===== src/rtl/dsp_load_sequencer.sv =====
// DSP load sequencer: ramps column enables, then toggle rate, up and down.
// Optional activity monitor on act_cnt: define DSP_LOAD_SEQ_ACT_MON_EN.
module dsp_load_sequencer #(
  parameter int NUM_DSP_COLUMN = 5,
  parameter int DWELL_CYCLES   = 1024,
  parameter int RATE_STEP      = 10
) (
  input  logic                      clk,
  input  logic                      rst,
  input  logic                      start,
  input  logic                      stop,
  input  logic [6:0]                target_rate,
  input  logic                      dsp_top_o,
  output logic                      dsp_rst,
  output logic [NUM_DSP_COLUMN-1:0] col_en,
  output logic [6:0]                TOGGLE_RATE,
  output logic                      busy,
  output logic                      at_target,
  output logic [15:0]               act_cnt
);

  localparam int DCW =
    (DWELL_CYCLES > 2) ? $clog2(DWELL_CYCLES) : 1;
  localparam logic [DCW-1:0] DWELL_LAST =
    DCW'(DWELL_CYCLES - 1);
  localparam logic [DCW-1:0] DWELL_ONE = DCW'(1);
  localparam logic [7:0] STEP8 = 8'(RATE_STEP);
  localparam logic [6:0] STEP7 = 7'(RATE_STEP);
  localparam logic [6:0] MAX_RATE = 7'd100;
  localparam logic [NUM_DSP_COLUMN-1:0] COL_ALL = '1;
  localparam logic [NUM_DSP_COLUMN-1:0] COL_ONE =
    NUM_DSP_COLUMN'(1);

  typedef enum logic [2:0] {
    S_IDLE,
    S_COL_UP,
    S_RATE_UP,
    S_HOLD,
    S_RATE_DOWN,
    S_COL_DOWN
  } state_t;

  state_t                    r_state;
  logic [NUM_DSP_COLUMN-1:0] r_col;
  logic [6:0]                r_rate;
  logic [DCW-1:0]            r_dwell;
  logic                      r_stopping;
  logic                      r_busy;
  logic                      r_at;
  logic                      r_dsp_rst;

  state_t                    w_state_nx;
  logic [NUM_DSP_COLUMN-1:0] w_col_nx;
  logic [6:0]                w_rate_nx;
  logic [DCW-1:0]            w_dwell_nx;
  logic                      w_stop_nx;
  logic [6:0]                w_tgt;
  logic [6:0]                w_floor;
  logic [7:0]                w_sum;
  logic [6:0]                w_rate_up;
  logic [6:0]                w_rate_dn;
  logic                      w_step;

  // Effective target and the saturating ramp arithmetic.
  always_comb begin
    w_tgt     = (target_rate > MAX_RATE) ? MAX_RATE : target_rate;
    w_floor   = r_stopping ? 7'd0 : w_tgt;
    w_sum     = {1'b0, r_rate} + STEP8;
    w_rate_up = (w_sum > {1'b0, w_tgt}) ? w_tgt : w_sum[6:0];
    w_rate_dn = ({1'b0, r_rate} > ({1'b0, w_floor} + STEP8)) ?
                (r_rate - STEP7) : w_floor;
    w_step    = (r_dwell == DWELL_LAST);
  end

  // Next-state and next-output decode.
  always_comb begin
    w_state_nx = r_state;
    w_col_nx   = r_col;
    w_rate_nx  = r_rate;
    w_stop_nx  = r_stopping;
    w_dwell_nx = w_step ? '0 : r_dwell + DWELL_ONE;
    unique case (r_state)
      S_IDLE: begin
        w_dwell_nx = '0;
        if (start && !stop) begin
          w_state_nx = S_COL_UP;
          w_col_nx   = COL_ONE;
          w_rate_nx  = 7'd0;
          w_stop_nx  = 1'b0;
        end
      end
      S_COL_UP: begin
        if (stop) begin
          w_state_nx = S_RATE_DOWN;
          w_stop_nx  = 1'b1;
          w_dwell_nx = '0;
        end else if (w_step) begin
          if (r_col == COL_ALL) begin
            w_state_nx = S_RATE_UP;
            w_rate_nx  = w_rate_up;
          end else begin
            w_col_nx = (r_col << 1) | COL_ONE;
          end
        end
      end
      S_RATE_UP: begin
        if (stop) begin
          w_state_nx = S_RATE_DOWN;
          w_stop_nx  = 1'b1;
          w_dwell_nx = '0;
        end else if (w_step) begin
          if (r_rate == w_tgt) w_state_nx = S_HOLD;
          else                 w_rate_nx  = w_rate_up;
        end
      end
      S_HOLD: begin
        w_dwell_nx = '0;
        if (stop) begin
          w_state_nx = S_RATE_DOWN;
          w_stop_nx  = 1'b1;
        end else if (w_tgt > r_rate) begin
          w_state_nx = S_RATE_UP;
        end else if (w_tgt < r_rate) begin
          w_state_nx = S_RATE_DOWN;
          w_stop_nx  = 1'b0;
        end
      end
      S_RATE_DOWN: begin
        if (stop) begin
          w_stop_nx  = 1'b1;
          w_dwell_nx = '0;
        end else if (w_step) begin
          if (r_rate == w_floor)
            w_state_nx = r_stopping ? S_COL_DOWN : S_HOLD;
          else
            w_rate_nx = w_rate_dn;
        end
      end
      S_COL_DOWN: begin
        if (w_step) begin
          w_col_nx = r_col >> 1;
          if ((r_col >> 1) == '0) w_state_nx = S_IDLE;
        end
      end
      default: begin
        w_state_nx = S_IDLE;
        w_dwell_nx = '0;
      end
    endcase
  end

  // State and registered outputs.
  always_ff @(posedge clk) begin
    if (rst) begin
      r_state    <= S_IDLE;
      r_col      <= '0;
      r_rate     <= 7'd0;
      r_dwell    <= '0;
      r_stopping <= 1'b0;
      r_busy     <= 1'b0;
      r_at       <= 1'b0;
      r_dsp_rst  <= 1'b1;
    end else begin
      r_state    <= w_state_nx;
      r_col      <= w_col_nx;
      r_rate     <= w_rate_nx;
      r_dwell    <= w_dwell_nx;
      r_stopping <= w_stop_nx;
      r_busy     <= (w_state_nx != S_IDLE);
      r_at       <= (w_state_nx == S_HOLD);
      r_dsp_rst  <= (w_state_nx == S_IDLE);
    end
  end

  assign dsp_rst     = r_dsp_rst;
  assign col_en      = r_col;
  assign TOGGLE_RATE = r_rate;
  assign busy        = r_busy;
  assign at_target   = r_at;

`ifdef DSP_LOAD_SEQ_ACT_MON_EN
  logic        r_prev;
  logic [15:0] r_win;
  logic [15:0] r_tcnt;
  logic [15:0] r_act;
  logic        w_edge;
  logic [15:0] w_tnx;

  // Saturating transition count including this cycle's edge.
  always_comb begin
    w_edge = dsp_top_o ^ r_prev;
    w_tnx  = (r_tcnt == 16'hFFFF) ? r_tcnt : r_tcnt + 16'(w_edge);
  end

  // 65536-cycle window; publish the count at each window end.
  always_ff @(posedge clk) begin
    if (rst) begin
      r_prev <= 1'b0;
      r_win  <= '0;
      r_tcnt <= '0;
      r_act  <= '0;
    end else begin
      r_prev <= dsp_top_o;
      r_win  <= r_win + 16'd1;
      if (r_win == 16'hFFFF) begin
        r_act  <= w_tnx;
        r_tcnt <= '0;
      end else begin
        r_tcnt <= w_tnx;
      end
    end
  end

  assign act_cnt = r_act;
`else
  logic w_unused;
  assign w_unused = dsp_top_o;
  assign act_cnt  = 16'd0;
`endif

endmodule


===== config.mk =====
export PLATFORM = sky130hd
export DESIGN_NAME = dsp_load_sequencer
export DESIGN_NICKNAME = d
export VERILOG_FILES = /design/src/rtl/dsp_load_sequencer.sv
export SDC_FILE = /design/constraint.sdc
export NUM_CORES = 1
export LEC_CHECK = 0
export CAP_MARGIN = 10
export CORE_MARGIN = 8
export CORE_UTILIZATION = 45
export CTS_CLUSTER_DIAMETER = 40
export DETAILED_ROUTE_END_ITERATION = 8
export GPL_TIMING_DRIVEN = 0
export PLACE_DENSITY = 0.66
export SLEW_MARGIN = 30
export SYNTH_ARGS = -nofsm -noshare
export SYNTH_HDL_FRONTEND = slang
export SYNTH_SLANG_ARGS = --single-unit

===== constraint.sdc =====
create_clock -name clk -period 3.25 [get_ports clk]
set_input_delay 0.4875 -clock clk [delete_from_list [all_inputs] [get_ports clk]]
set_output_delay 0.4875 -clock clk [all_outputs]
set_load 0.01 [all_outputs]

; Word-level counts from Yosys, hierarchy flattened
; Index checks and enable logic that the tools add are counted.
[op_classes]
order_cmp = 5
n_reduce_logical = 13
add_sub_neg = 4
n_eq_ne = 25
muxes = 47
[ops]
columns = operator, n
row1 = 2-to-1 mux 7 bit, 14
row2 = 2-to-1 mux 3 bit, 16
row3 = one-hot mux 7 bit (4 select lines), 1
row4 = 2-to-1 mux 5 bit, 5
row5 = != test 2 bit (second input constant), 12
row6 = 2-to-1 mux 10 bit, 2
row7 = one-hot mux 10 bit (2 select lines), 1
row8 = one-hot mux 3 bit (6 select lines), 1
row9 = adder 7 x 4 -> 8 bit (second input constant), 2
row10 = one-hot mux 5 bit (3 select lines), 1
row11 = equality test 7 bit, 2
row12 = AND reduction 11 bit, 1
row13 = adder 10 x 1 -> 10 bit (second input constant), 1
row14 = equality test 10 bit (second input constant), 1
row15 = equality test 3 x 2 -> 1 bit (second input constant), 3
row16 = nonzero test 3 bit, 3
row17 = greater-than comparator 7 x 8 -> 1 bit, 1
row18 = greater-than comparator 8 x 7 -> 1 bit, 1
row19 = greater-than comparator 7 bit, 1
row20 = greater-than comparator 7 bit (second input constant), 1
row21 = < comparator 7 bit, 1
row22 = subtractor 7 x 4 -> 7 bit (second input constant), 1
row23 = equality test 3 bit (second input constant), 2
row24 = zero test 3 bit, 2
row25 = 13 further kinds, 18
[word_totals]
reg_bits = 29
out_inout_bits = 31
input_bits = 12
wordCells = 102

; Depth between registers and ports, before layout
[logic_depth]
word_depth = 10
depth_mapped = 16

; Worst setup path before layout
; No wires, ideal clock.
[synth_path]
kind = input to register
from = in target_rate[6]
to = reg r_rate[5], in the netlist TOGGLE_RATE[5]
required_time_ns = 3.176
cell_stages = 15
setup_time_ns = 0.074
n_path_buf = 2
path_slack_ns = 0.225
arrival_ns = 2.951
cell_sequence = buf_2 > nand2_1 > and2_1 > inv_1 > nor2_1 > xnor2_1 > nand2_1 > ha_1 > and3_1 > nand3_1 > nor3b_1 > a2111o_1 > buf_2 > or3_1 > a31oi_1
[synth_between]
elab_chain_len = 10
elab_cells_between_ends = 23
classes_between = add/sub (1) / order compare (3) / eq/ne (4) / mux (14) / reduce/logical (1)
[synth_lines]
columns = item, line_no
row1 = from (decl), 12  ; input logic [6:0] target_rate,
row2 = greater-than comparator 7 bit, 66  ; w_tgt = (target_rate > MAX_RATE) ? MAX_RATE : target_rate;
row3 = 2-to-1 mux 7 bit *, 66
row4 = 2-to-1 mux 7 bit, 67  ; w_floor = r_stopping ? 7'd0 : w_tgt;
row5 = adder 7 x 4 -> 8 bit, 70  ; w_rate_dn = ({1'b0, r_rate} > ({1'b0, w_floor} + STEP8)) ?
row6 = greater-than comparator 7 x 8 -> 1 bit, 70
row7 = 2-to-1 mux 7 bit, 70
row8 = 2-to-1 mux 7 bit, 133  ; if (r_rate == w_floor)
row9 = 2-to-1 mux 7 bit, 132  ; end else if (w_step) begin
row10 = 2-to-1 mux 7 bit, 129  ; if (stop) begin
row11 = one-hot mux 7 bit (4 select lines), 82  ; unique case (r_state)
row12 = to (signal assigned), 166  ; r_rate <= w_rate_nx;
row13 = to (decl), 45  ; logic [6:0] r_rate;
; Every way passes the cells marked *; elsewhere a longest branch is shown, timed or not. The select of a mux whose other input is x is not followed.
; A chain may end at the register's enable or synchronous reset.

; Worst setup path in the final report
[layout_path]
from = in target_rate[5]
to = reg r_rate[5], in the netlist TOGGLE_RATE[5]
; Same word-level chain as after synthesis.

==> flow_summary.ini <==
[logic_synthesis]
synth_top_area_share_pct = 20.7
syn_area_per_cell_um2 = 7.45
synth_ff_type = dfxtp_1
synth_async_sr_flop_share_pct = 0
synth_area_um2 = 2810
synth.distinct_cells = 55
synth_area_leaders = dfxtp_1 (21%), ha_1 (9.8%), nor2_1 (5.7%)
ys_warn_count = 0
yosysTopAreaCell = dfxtp_1
synth-edff-count = 0
synth_seq_area_share_pct = 20.7
synth_cells = 377
yosys_register_bits = 29

[hold_path]
holdCritPathClass = register to register
hold-path-cell-count = 1

[setup_path]
cp-start-kind = input port
endpoint_kind = register
reg2reg_depth = 11
path_class = input port to register
crit_fanout = 5
cp_data_arrival_time_ns = 3.31
required_ns = 3.46

[sta]
fin_setup_tns_ns = 0
layout_setup_ws_ns = 0.153
setup_viol = 0
slew_headroom_pct = 56.9
fin_worst_skew_ns = 0.0123
rsz0062_at_grt = no
min_period_ns = 3.10
drv_slew = 0
finalCritPeriodShare_pct = 95.3
tightest_slew_ns = 0.646
clock.fmax_mhz = 323
finalHoldViolCount = 0

[finish]
nNetsFinal = 464
multiInputGateArea_um2 = 2040
antenna_cells = 0
seqCellArea_um2 = 583
fin_cells = 506
n_fill_cell = 576
layout-drive-gt1-share_pct = 15.1
postLayoutCellArea_um2 = 3430
area_growth_pct = 22.2

[outcome]
status = complete, no violations

[clocking]
cts_tree = built
cts_buffers = 5
htreeDepth = 2
cts.sinks = 29
clk-insertion-delay-late_ns = 0.30
clock_path_buffers = 2
postCtsHoldBufs = 0
clkTransAtPathRegs_ns = 0.07
clock_tree.root_cell = clkbuf_8

[detailed_routing]
routed_wl_um = 8180
via_count = 2876
drc = 0
post_drt_wl_per_cell_um = 16.2
vias_per_cell = 5.68
initialDrtViolationCount = 172
postRouteAntennaNets = 0
drt_first_pass_iters = 5

[pwr]
leakage_nw = 1.41
peakVddDrop_mv = 0.304
power_density_nw_per_um2 = 331
p_sw_uw = 415
combPwrFrac_pct = 36.5
pwr-share-clk_pct = 29.6
power_frac_seq_pct = 33.9
switching_share_pct = 36.5
p_int_uw = 722

[floorplanning]
coreArea_um2 = 5990
dieWidth_um = 95.0
io_pins = 43
die_h_um = 95.0
rows = 28
dieArea_um2 = 9020
start_util_pct = 46.9

[grt]
antenna_found_initial = 0
grt_pass1_vias = 2759
grtUsageTotal_pct = 18.2
grt_max_degree = 11
grt_first_pass_wirelength_um = 13300
grt_overflow = 0

[placement]
hpwl_um = 6010
placed_cells = 488
pre_cts_ws_ns = -0.653
io_buffers = 21
place_congestion = 0.918
post_dp_cell_area_um2 = 3170

[flow_run]
max_cap_viol_count = 0
## synth_stat cells, types with 12 or more instances
master     n
xnor2_1   15
a21oi_1   20
dfxtp_1   29
nand3_1   21
inv_1     21
buf_4     18
ha_1      22
mux2i_1   14
clkbuf_1  12
nor2_1    43
nand2_1   29
o21ai_0   17
## worst max-delay path: stages
cell and delay [ns]:
dlygate4sd2_1 0.27, buf_6 0.13, nand2_1 0.09, and2_4 0.17, inv_4 0.04, nor2_2 0.10
xnor2_1 0.12, nand2_1 0.10, ha_4 0.28, and3_4 0.19, nor2b_4 0.14, nor2_1 0.07
a2111o_1 0.46, buf_6 0.15, or3_1 0.33, a31oi_1 0.18
## timing repair
action,CTS,global route
setup buffers,6,3
endpoints found under the setup margin,7,10
resized for setup,13,17
pin swaps,1,3
cloned,0,1
hold endpoints to repair,0,0
## cells in the final DEF (no fill, tap or decap), types with 5 or more instances in the layout
master	netlist	layout
xor2_1	6	6
nor2_1	43	41
buf_4	18	26
a21oi_1	20	18
nand2_1	29	28
nand3_1	21	21
clkbuf_1	12	11
inv_1	21	20
conb_1	1	16
o21a_1	5	5
or3_1	6	6
and3_1	6	5
xnor2_1	15	15
nand4_1	8	8
ha_1	22	21
o211ai_1	7	7
clkdlybuf4s50_1	0	17
o21ai_0	17	16
nand2b_1	5	5
a31oi_1	8	8
buf_2	6	5
nor3_1	6	6
mux2i_1	14	14
clkbuf_8	0	6
dfxtp_1	29	27
## flip-flops by register name, indices dropped and copies added (netlist names)
name,count
at_target,1
r_state,3
r_dwell,10
col_en,5
TOGGLE_RATE,7
r_stopping,1
dsp_rst,1
busy,1
## cells by family (layout without fill, tap and decap cells)
kind of cell               count (synthesis)  after routing  share of synthesized area [%]
buffers and inverters                     60             99                           11.0
adders and majority gates                 22             22                           9.80
AOI/OAI and AO/OA                         88             88                           21.9
xor gates and xnor gates                  21             21                           6.55
other                                      1             16                          0.134
DFF                                       29             29                           20.7
and+or+nand+nor                          142            142                           25.0
muxes                                     14             14                           4.99
## worst paths after layout
check	start	end	slack, ns
setup / recovery	target_rate[5]	TOGGLE_RATE[5]	0.15
hold / removal	r_dwell[0]	r_dwell[0]	0.46
setup reg to reg	TOGGLE_RATE[1]	TOGGLE_RATE[1]	0.26
hold reg to reg	r_dwell[0]	r_dwell[0]	0.46
## cell type report
class / count / share of cell area (%)
multi-input cells: 303 / 59.4
flip-flops and latches: 29 / 17.0
repair buffers: 31 / 8.42
plain buffers: 38 / 7.15
well taps: 75 / 2.73
inverters: 22 / 2.48
clock buffers: 6 / 2.41
clock inverters: 2 / 0.401
## power groups by stage
stage | clock, mW | sequential (mW) | combinational, mW
3_3_place_gp | 0 | 0.392 | 0.369
6_report | 0.337 | 0.386 | 0.414
5_1_grt | 0.353 | 0.388 | 0.452
2_1_floorplan | 0 | 0.392 | 0.271
4_1_cts | 0.341 | 0.384 | 0.392
3_5_place_dp | 0 | 0.392 | 0.374
## layer usage
metal / global-route usage (%) / up-vias / routed length [um]
met4: 5.72 / 0 / 146
met3: 3.65 / 19 / 629
met1: 23.0 / 1322 / 3560
met5: 0 / - / 0
li1: - / 1422 / -
met2: 30.3 / 113 / 3850
## per-stage QoR
step	total power [mW]	util [%]	hold slack, ns
floorplan	0.664	-	0.430
global placement	0.761	52.9	0.442
detailed placement	0.767	52.9	0.450
CTS	1.12	55.8	0.467
global route	1.19	57.3	0.486
finish	1.14	57.3	0.462
No activity file was read; power rests on OpenSTA's default activity.
